### config.mk
export PLATFORM = sky130hd
export DESIGN_NAME = ascii_hex_parser
export DESIGN_NICKNAME = d
export VERILOG_FILES = /design/src/rtl/ascii_hex_parser.sv
export SDC_FILE = /design/constraint.sdc
export NUM_CORES = 1
export LEC_CHECK = 0
export ABC_AREA = 1
export BUFFER_PORTS_ARGS = -buffer_cell sky130_fd_sc_hd__buf_2
export CAP_MARGIN = 20
export CORE_MARGIN = 10
export CORE_UTILIZATION = 55
export CTS_CLUSTER_SIZE = 8
export DETAILED_ROUTE_END_ITERATION = 12
export PLACE_DENSITY = 0.77
export SLEW_MARGIN = 20
export SYNTH_ARGS = -nofsm -noshare
export SYNTH_HDL_FRONTEND = slang
export SYNTH_SLANG_ARGS = --single-unit
### constraint.sdc
create_clock -name clk -period 2.09 [get_ports clk]
set_clock_uncertainty 0.1 [all_clocks]
set_input_delay 0 -clock clk [delete_from_list [all_inputs] [get_ports clk]]
set_output_delay 0 -clock clk [all_outputs]
set_load 0.01 [all_outputs]
### src/rtl/ascii_hex_parser.sv
// ASCII hex string to binary word assembler: digits accumulate MSB-first,
// a CR/LF/space terminates. Optional macro ASCII_PARSER_LOWERCASE_EN admits 'a'-'f'.
module ascii_hex_parser #(
  parameter int DATA_W     = 32,
  parameter int MAX_DIGITS = DATA_W/4,
  localparam int CW        = $clog2(MAX_DIGITS+1)
) (
  input  logic              clk,
  input  logic              rst_n,
  input  logic              char_valid,
  input  logic [7:0]        char_data,
  output logic              char_ready,
  output logic              word_valid,
  output logic [DATA_W-1:0] word_data,
  input  logic              word_ready,
  output logic [CW-1:0]     digit_count,
  output logic              err
);

  typedef enum logic [1:0] {IDLE, ACCUM, HOLD, DISCARD} state_t;

  localparam logic [CW-1:0] MAXC = CW'(MAX_DIGITS);

  state_t              state, state_nx;
  logic [DATA_W-1:0]   acc, acc_nx, wdata_nx;
  logic [CW-1:0]       cnt, cnt_nx;
  logic                err_nx;
  logic                live;
  logic                is_dig, is_term, accept;
  logic [3:0]          nib;

  // Letters A-F (and a-f) carry 1..6 in their low nibble, so +9 gives 0xA..0xF.
  always_comb begin
    is_dig  = 1'b0;
    is_term = 1'b0;
    nib     = char_data[3:0];
    if (char_data >= 8'h30 && char_data <= 8'h39)
      is_dig = 1'b1;
    else if (char_data >= 8'h41 && char_data <= 8'h46) begin
      is_dig = 1'b1;
      nib    = char_data[3:0] + 4'd9;
    end
`ifdef ASCII_PARSER_LOWERCASE_EN
    else if (char_data >= 8'h61 && char_data <= 8'h66) begin
      is_dig = 1'b1;
      nib    = char_data[3:0] + 4'd9;
    end
`endif
    else if (char_data == 8'h0D || char_data == 8'h0A || char_data == 8'h20)
      is_term = 1'b1;
  end

  assign char_ready  = live && (state != HOLD);
  assign word_valid  = (state == HOLD);
  assign digit_count = cnt;
  assign accept      = char_valid && char_ready;

  always_comb begin
    state_nx = state;
    acc_nx   = acc;
    cnt_nx   = cnt;
    wdata_nx = word_data;
    err_nx   = 1'b0;
    case (state)
      IDLE: if (accept) begin
        if (is_dig) begin
          acc_nx   = {{(DATA_W-4){1'b0}}, nib};
          cnt_nx   = CW'(1);
          state_nx = ACCUM;
        end else if (!is_term)
          state_nx = DISCARD;
      end
      ACCUM: if (accept) begin
        if (is_dig && cnt != MAXC) begin
          acc_nx = {acc[DATA_W-5:0], nib};
          cnt_nx = cnt + CW'(1);
        end else if (is_term) begin
          wdata_nx = acc;
          state_nx = HOLD;
        end else begin
          // overflow digit or illegal character: drop the whole entry
          acc_nx   = '0;
          cnt_nx   = '0;
          state_nx = DISCARD;
        end
      end
      HOLD: if (word_ready) begin
        acc_nx   = '0;
        cnt_nx   = '0;
        state_nx = IDLE;
      end
      DISCARD: if (accept && is_term) begin
        err_nx   = 1'b1;
        state_nx = IDLE;
      end
      default: state_nx = IDLE;
    endcase
  end

  always_ff @(posedge clk or negedge rst_n) begin
    if (!rst_n) begin
      state     <= IDLE;
      acc       <= '0;
      cnt       <= '0;
      word_data <= '0;
      err       <= 1'b0;
      live      <= 1'b0;
    end else begin
      state     <= state_nx;
      acc       <= acc_nx;
      cnt       <= cnt_nx;
      word_data <= wdata_nx;
      err       <= err_nx;
      live      <= 1'b1;
    end
  end

endmodule

==> metrics.txt <==
initial antenna violation count 0; Port Buffers 50; simple-gate share of the synthesized area 0.270; failing checks hold timing; largest family of logic cells by synthesized area simple AND/OR/NAND/NOR gates; Final Max Slew Viols 0; multiplexer share of the synthesized area 0; Clock Latency Late Sink 0.36 ns; Max Fclk 482 MHz; final wirelength 7590 um; Sw Ratio 0.380; PwrDens 1000 nW/um^2; Gate power share 0.417; total number of vias 2,765; Min Clock Period, post-route 2.07 ns; Reg power frac 0.354; Leak Pwr 2.25 nW; CTS Buffer Depth 2; Non-Filler Instances 539; Overflow after GRT 0; GRT Util Overall 0.144; CP cell instances buf_4 > ha_1 > o21ai_1 > nand2_1 > nor2_2 > nand3_4 > buf_12 > clkbuf_16 > nand2_1 > nand2_1; post-synthesis sequential area ratio 0.493; Worst Path Max Fanout 8; num ports 51; mapped cell area 3660 um^2; Horiz. Die Dim 102 um; Switching Power 1.64 mW; Power Internal 2.67 mW; Tcrit/Tclk final 0.992; Area after DPL 3910 um^2; DRC violations left 0; critical path endpoint category flop; max cap viols 0; Synth Area in Compound Gates 0.0903; estimated wirelength of the detail-placed design 4800 um; Placed Instances 510; Starting DRT DRC Count 149; ANT nets after route 0; Hold WS -0.00659 ns; core area 6390 um^2; Req. time, crit path 2.23 ns; die area 10,300 um^2; syn nets 417; initial core utilization 0.572; Nets 480; Final Power 4.30 mW; TritonCTS buffer count 9; outcome complete, but fails checks; Critical-path top delay cell dfrtp_1; TritonCTS clock tree done; GPL Wtd Cong 0.931; Peak VDD IR 756 uV; Antenna diodes 0; clock share of power 0.229; Post-Synthesis Cells 394; Fin. Hold Viols 1; layout cell share with drive strength beyond 1 0.361; Clock Sinks 72; Synth Register Bits 72; Layout area overhead 17.4%; Final Instance Area 4290 um^2; Setup violations, final 0; clk slew on worst S/H paths 0.08 ns; worst min-delay path category in2reg; largest net degree at the start of global routing 73; Row Count 29; Worst Path Class, Setup reg2reg; Root Buffer clkbuf_8; synthesized area per cell 9.28 um^2; post-synthesis xor/xnor area fraction 0.00719; drt first pass iters 4; number of warnings issued by yosys 0; CP arrival 2.22 ns; Cell variety after synth 28; H-tree levels 3; Critical Path Start Type flop; adder-cell share of the synthesized area 0.0376; post-route setup TNS 0 ns; post-DR vias/cell 5.13; Routed WL per cell 14.1 um; critical path's largest stage delay 0.42 ns; critical path's most frequent cell nand2_1; first-pass GRT wire length 12,100 um; die span in y 102 um; vias in the first global route 2,717
[placed cells by master (no fill, tap or decap), types with 2 or more instances in the layout]
| master | n |
|---|---|
| buf_4 | 4 |
| clkinv_4 | 2 |
| dlygate4sd3_1 | 4 |
| nor2_2 | 3 |
| nand2_1 | 98 |
| or2_2 | 2 |
| nand3_2 | 12 |
| o21ai_1 | 2 |
| nand2_2 | 29 |
| clkinv_2 | 3 |
| clkbuf_8 | 10 |
| nand4_1 | 5 |
| nand3_1 | 30 |
| dfrtp_1 | 72 |
| nand3_4 | 2 |
| buf_12 | 4 |
| a21oi_1 | 2 |
| inv_1 | 51 |
| xor2_1 | 2 |
| o21ai_2 | 32 |
| clkbuf_16 | 3 |
| buf_6 | 2 |
| o21ai_0 | 6 |
| inv_2 | 3 |
| nor2_1 | 8 |
| ha_1 | 10 |
| buf_2 | 50 |
[sequential cells by signal, indices dropped and copies added, names as in the netlist]
| signal | flops |
|---|---|
| acc | 32 |
| word_data | 32 |
| digit_count | 4 |
| state | 2 |
| err | 1 |
| live | 1 |
[cell families (layout without fill, tap and decap cells)]
family,Yosys count,count (layout)
and+or+nand+nor,194,194
buffers and inverters,71,139
DFF,72,72
other,1,1
adders and majority gates,11,11
AOI/OAI and AO/OA,42,42
xor gates and xnor gates,3,3
[final timing paths]
| path | from | to | slack [ns] | depth (start not counted) |
|---|---|---|---|---|
| min in group asynchronous | rst_n | word_data[7] | 0.08 | 3 |
| hold reg to reg | word_data[9] | word_data[9] | 0.38 | 2 |
| setup reg to reg | state[0] | acc[26] | 0.02 | 10 |
| setup / recovery | state[0] | acc[26] | 0.02 | 10 |
| max in group asynchronous | rst_n | word_data[12] | 1.47 | 3 |
| hold / removal | char_data[2] | acc[2] | -0.007 | 5 |
[power by group through the flow]
stage / logic, mW / clock network, mW / registers [mW]
2_1_floorplan: 0.948 / 0 / 1.54
3_3_place_gp: 1.09 / 0 / 1.55
3_5_place_dp: 1.13 / 0 / 1.55
4_1_cts: 1.16 / 1.00 / 1.52
5_1_grt: 1.93 / 1.05 / 1.53
6_report: 1.79 / 0.986 / 1.52
[synth_stat cells]
master,n,share of area
nand3_1,30,0.041
a21oi_1,2,0.0027
nor3_1,1,0.0014
or2_2,2,0.0034
nand3_2,12,0.033
nand2_4,1,0.0031
inv_2,2,0.0021
inv_4,1,0.0017
ha_1,11,0.038
o21ai_0,8,0.011
xnor2_1,1,0.0024
buf_8,1,0.0041
dfrtp_1,72,0.49
nand3b_2,1,0.0031
nor2_1,8,0.0082
or2_1,1,0.0017
o21ai_2,32,0.077
nand2_1,98,0.10
buf_2,4,0.0055
nand3b_1,1,0.0021
xor2_1,2,0.0048
nand3_4,2,0.0096
buf_6,11,0.034
nand2_2,29,0.050
inv_1,52,0.053
conb_1,1,0.0010
nor2_2,3,0.0051
nand4_1,5,0.0086
[critical path: cells and delay by family, from the launching register on]
kind                       cells  cell delay [ns]
and+or+nand+nor                5             0.53
buffers and inverters          3             0.48
DFF                            1             0.42
adders and majority gates      1             0.26
AOI/OAI and AO/OA              1             0.17
[per-layer routing]
metal,vias to the layer above,GRT usage,share of wire
met1,1304,0.160,0.42
met2,87,0.247,0.51
met4,0,0.0836,0.023
met5,-,0,0
met3,15,0.0313,0.055
li1,1359,-,-
[per-stage QoR]
stage | utilization | worst slack (ns)
floorplan | - | 0.105
global placement | 0.612 | 0.115
detailed placement | 0.612 | -0.0197
CTS | 0.647 | 0.0191
global route | 0.672 | -0.0394
finish | 0.672 | 0.0170
[what timing repair did]
item                                   4_1_cts  5_1_grt
setup endpoints to repair                   22       68
buffers inserted                             0        3
hold buffers                                 4        0
pin swaps                                    0        3
cloned                                       0        6
resized for setup                            2        9
endpoints found under the hold margin       75        0
[area by class of cell]
| class | instances | area, um^2 |
|---|---|---|
| Fill cell | 519 | 2090 |
| Sequential cell | 72 | 1800 |
| Multi-Input combinational cell | 251 | 1490 |
| Timing Repair Buffer | 67 | 498 |
| Inverter | 55 | 219 |
| Clock buffer | 11 | 141 |
| Tap cell | 77 | 96.3 |
| Clock inverter | 5 | 32.5 |
| Timing Repair inverter | 1 | 11.3 |
(Power assumes the default switching activity.)
